$ cat config.mk
export PLATFORM = sky130hd
export DESIGN_NAME = soc_system_pio_pwm
export DESIGN_NICKNAME = d
export VERILOG_FILES = /design/src/rtl/soc_system_pio_pwm_pkg.sv /design/src/rtl/soc_system_pwm_tick.sv /design/src/rtl/soc_system_pio_pwm.sv
export SDC_FILE = /design/constraint.sdc
export NUM_CORES = 1
export LEC_CHECK = 0
export ABC_CLOCK_PERIOD_IN_PS = 3600
export BUFFER_PORTS_ARGS = -buffer_cell sky130_fd_sc_hd__buf_4
export CAP_MARGIN = 40
export CELL_PAD_IN_SITES_DETAIL_PLACEMENT = 1
export CELL_PAD_IN_SITES_GLOBAL_PLACEMENT = 2
export CORE_ASPECT_RATIO = 0.6
export CORE_MARGIN = 4
export CORE_UTILIZATION = 28
export DETAILED_ROUTE_END_ITERATION = 10
export MAX_ROUTING_LAYER = met4
export PLACE_DENSITY = 0.66
export SKIP_LAST_GASP = 1
export SLEW_MARGIN = 10
export SYNTH_ARGS = -nofsm -noshare
export SYNTH_HDL_FRONTEND = slang
export SYNTH_HIERARCHICAL = 1
export SYNTH_SLANG_ARGS = --single-unit
$ cat constraint.sdc
create_clock -name clk -period 3.6 [get_ports clk]
set_input_delay 0.54 -clock clk [delete_from_list [all_inputs] [get_ports clk]]
set_output_delay 0.54 -clock clk [all_outputs]
set_load 0.02 [all_outputs]
$ cat src/rtl/soc_system_pio_pwm_pkg.sv
// Shared field positions and types for the PIO-driven PWM block.
package soc_system_pio_pwm_pkg;
  localparam int TOG_BIT = 11;
  localparam int CH_MSB  = 10;
  localparam int CH_LSB  = 8;
  localparam int DUTY_W  = 8;
  localparam int PCNT_W  = 8;

  typedef logic [DUTY_W-1:0] duty_t;
endpackage

$ cat src/rtl/soc_system_pwm_tick.sv
// Prescaler and 8-bit period counter; tick/wrap are combinational strobes.
module soc_system_pwm_tick
  import soc_system_pio_pwm_pkg::*;
#(
  parameter int PRESCALE = 50
) (
  input  logic              clk,
  input  logic              reset_n,
  output logic              tick,
  output logic              wrap,
  output logic [PCNT_W-1:0] pcnt
);
  localparam int PRE_W = (PRESCALE > 1) ? $clog2(PRESCALE) : 1;
  localparam logic [PRE_W-1:0] PRE_MAX = PRE_W'(PRESCALE - 1);

  logic [PRE_W-1:0] pre_cnt;

  assign tick = (pre_cnt == PRE_MAX);
  assign wrap = tick && (pcnt == '1);

  always_ff @(posedge clk) begin
    if (!reset_n) begin
      pre_cnt <= '0;
      pcnt    <= '0;
    end else begin
      if (tick) begin
        pre_cnt <= '0;
        pcnt    <= pcnt + 1'b1;
      end else begin
        pre_cnt <= pre_cnt + 1'b1;
      end
    end
  end
endmodule

$ cat src/rtl/soc_system_pio_pwm.sv
// Eight-channel PWM fed by a toggle-handshaked PIO command word.
module soc_system_pio_pwm
  import soc_system_pio_pwm_pkg::*;
#(
  parameter int NUM_CH   = 8,
  parameter int PRESCALE = 50
) (
  input  logic              clk,
  input  logic              reset_n,
  input  logic [11:0]       pio_word,
  output logic [NUM_CH-1:0] pwm_out,
  output logic              cmd_ack
);
  // Handshake: software flips pio_word[11] to issue a command; the block
  // accepts exactly one command per flip and answers by flipping cmd_ack.
  logic [11:0]       s_word;
  logic              prev_tog;
  logic              pending;
  logic [2:0]        cmd_ch;
  duty_t             cmd_duty;
  logic              tick;
  logic              wrap;
  logic [PCNT_W-1:0] pcnt;
  duty_t             shadow [NUM_CH];
  duty_t             active [NUM_CH];

  assign pending  = (s_word[TOG_BIT] != prev_tog);
  assign cmd_ch   = s_word[CH_MSB:CH_LSB];
  assign cmd_duty = s_word[DUTY_W-1:0];

  soc_system_pwm_tick #(
    .PRESCALE(PRESCALE)
  ) u_tick (
    .clk    (clk),
    .reset_n(reset_n),
    .tick   (tick),
    .wrap   (wrap),
    .pcnt   (pcnt)
  );

  always_ff @(posedge clk) begin
    if (!reset_n) begin
      s_word   <= '0;
      prev_tog <= 1'b0;
      cmd_ack  <= 1'b0;
    end else begin
      s_word <= pio_word;
      if (pending) begin
        prev_tog <= s_word[TOG_BIT];
        cmd_ack  <= ~cmd_ack;
      end
    end
  end

  // Channels that do not exist never match, so out-of-range writes drop out.
  for (genvar i = 0; i < NUM_CH; i++) begin : g_ch
    always_ff @(posedge clk) begin
      if (!reset_n) begin
        shadow[i]  <= '0;
        active[i]  <= '0;
        pwm_out[i] <= 1'b0;
      end else begin
        if (pending && (cmd_ch == 3'(i))) shadow[i] <= cmd_duty;
        if (tick && wrap) active[i] <= shadow[i];
        pwm_out[i] <= (pcnt < active[i]);
      end
    end
  end
endmodule

==> reports/metrics.csv <==
metric,value,unit
status,"complete, no violations",
end_kind,flop,
grt_first_pass_wirelength,26300,um
netlist_area,7570,um^2
holdPathEnd,s_word[5],
cp-start-kind,flop,
fin_nets,695,
fin_cells,996,
cp.required,3.90,ns
viasPerCell,4.41,
fill_cells,2866,
max_freq,438,MHz
grt.total_usage,12.6,%
drc,0,
grt_max_degree,65,
finalSetupViolations,0,
syn-num-nets,653,
initial_utilization,28.5,%
ys_ff_latch,164,
met1_length,8690,um
p_per_area,451,nW/um^2
clkLatencyLatePin,0.43,ns
place_congestion,0.775,
die-area,29800,um^2
grt_setup_unrepaired,false,
synth_cells,580,
routed-wl-met2,7270,um
finalCriticalPeriod,2.28,ns
first_pass_iters,4,
synth_mux_area_share,0.265,%
critPathMaxFanout,64,
routed_wl,17100,um
worstRegToRegCells,6,
slew_viol_final,0,
synth_warnings,6,
hp-class,input port to flop,
holdWs,0.316,ns
clkTransAtPathRegs,0.06,ns
die_h,135,um
synthAdderAreaFrac,9.76,%
cts_tree,built,
p_leak,3.69,nW
synthFlopType,edfxtp_1,
vias,4396,
fin_crit_sh,63.4,%
tns,0,ns
fin_worst_skew,0.00813,ns
drt_iter0_drc,322,
cts_buffer_depth,2,
synth-seq-area-share,60.3,%
reg2reg_slack,1.32,ns
cts.sinks,164,
io_buffers,22,
die_w,220,um
htreeDepth,4,
crit_arrival,2.58,ns
synth.distinct_cells,42,
hpwlAfterDp,11400,um
synth_top_family_by_area,simple AND/OR/NAND/NOR gates,
post_cts_buffers,0,
synth_compound_area_share,7.00,%
wl_met3,852,um
dp_cells,962,
r2r_end,active[1][17],
maxCapViolations,0,
slew_headroom,48.0,%
root_buffer,clkbuf_16,
grt_antenna_before_repair,0,
cts_buffers,17,
tightest_slew,0.776,ns
num_io_pins,23,
critPathKind,flop to flop,
rows,46,
crit_start,u_tick/pre_cnt[0],
synth_xor_xnor_area_share,0.827,%
wl_per_cell,17.1,um
drive_gt1_share,12.0,%
holdBufCountCts,0,
hold_violations,0,
highest_layer,met4,
worst_r2r_startpoint,u_tick/pre_cnt[0],
synth_edf_count,128,
async_flop_share,0,%
irDropWorstVdd,0.195,mV
coreArea,26500,um^2
grt_pass1_vias,4629,
min-delay-start,pio_word[5],
overflow,0,
holdPathStages,2,
drtAntennaViolNets,0,
syn-mean-instance-area,13.0,um^2
cts_resized,0,
synth-simple-area-share,18.0,%
syn2layout_area_growth,15.7,%
final cells by class:
| class | count | area [um^2] | area share (%) |
|---|---|---|---|
| Tap cell | 360 | 450 | 5.15 |
| Sequential cell | 164 | 4560 | 52.1 |
| Timing Repair Buffer | 37 | 285 | 3.26 |
| Clock buffer | 27 | 483 | 5.52 |
| Antenna cell | 1 | 2.50 | 0.0286 |
| Clock inverter | 5 | 28.8 | 0.329 |
| Inverter | 61 | 229 | 2.62 |
| Multi-Input combinational cell | 341 | 2710 | 31.0 |
logic make-up after synthesis:
| kind of cell | after synthesis |
|---|---|
| xor gates and xnor gates | 5 |
| DFF | 164 |
| buffers and inverters | 75 |
| and+or+nand+nor | 204 |
| muxes | 2 |
| adders and majority gates | 59 |
| AOI/OAI and AO/OA | 71 |
sequential cells by signal (all words and copies together), names as in the netlist:
name	flops
shadow	64
pwm_out	8
u_tick/pre_cnt	6
active	64
cmd_ack	1
u_tick/pcnt	8
s_word	12
prev_tog	1
critical path: stages, from the launching register on:
cell and delay (ns):
dfxtp_1 0.38, ha_1 0.22, nand4b_4 0.23, nor4_1 0.42, and3_1 0.21, buf_4 0.42
and2_1 0.22
metrics by stage:
stage,worst slack (ns),area [um^2],util [%],power [mW]
after global placement,1.40,8220,31.0,2.37
final,1.32,8750,33.0,3.95
after floorplan,0.589,7570,-,2.30
after global routing,1.07,8750,33.0,4.12
after detailed placement,1.27,8230,31.0,2.39
after CTS,1.23,8740,33.0,4.02
report_power, final:
part / switching [mW] / internal, mW
Sequential: 0.0499 / 2.11
Clock: 0.693 / 0.914
Combinational: 0.111 / 0.0684
how the worst max path moves through the flow:
stage / cells after the start / to
finish: 6 / active[1][17]
global route: 7 / active[1][17]
CTS: 6 / active[1][17]
floorplan: 6 / active[0][0]
global placement: 6 / active[1][8]
detailed placement: 6 / active[1][15]
synth_stat cells, drive strengths merged, types with 9 or more instances:
| master | instances | area (um^2) |
|---|---|---|
| and2 | 142 | 888 |
| clkbuf | 10 | 37.5 |
| nor3b | 9 | 67.6 |
| edfxtp | 128 | 3840 |
| o21ai | 14 | 70.1 |
| ha | 59 | 738 |
| nand2b | 13 | 91.3 |
| dfxtp | 36 | 721 |
| inv | 61 | 229 |
| nand2 | 9 | 36.3 |
placed cells by master, fill, tap and decap left out, types with 4 or more instances in the layout:
| master | netlist | routed |
|---|---|---|
| and2_1 | 142 | 142 |
| edfxtp_1 | 128 | 128 |
| inv_1 | 61 | 61 |
| ha_1 | 59 | 59 |
| dfxtp_1 | 36 | 36 |
| buf_4 | 0 | 34 |
| clkbuf_16 | 0 | 17 |
| nand2b_1 | 11 | 11 |
| o21ai_0 | 10 | 10 |
| nor3b_1 | 9 | 9 |
| o2111a_1 | 8 | 8 |
| o211ai_1 | 8 | 8 |
| a211oi_1 | 8 | 8 |
| a21o_1 | 8 | 8 |
| a221oi_1 | 8 | 8 |
| clkbuf_1 | 10 | 8 |
| nand2_1 | 8 | 7 |
| o31ai_1 | 7 | 7 |
| nor2_1 | 6 | 6 |
| a21oi_1 | 6 | 6 |
| o21ai_1 | 4 | 4 |
| nor3_4 | 4 | 4 |
| nand3_1 | 4 | 4 |
| or4_1 | 4 | 4 |
metal layers:
metal | vias to the layer above | GRT usage (%)
met5 | - | -
met4 | 0 | 4.60
met3 | 20 | 3.07
met2 | 63 | 17.8
met1 | 2175 | 17.6
li1 | 2138 | -
No activity file was read; power rests on OpenSTA's default activity.
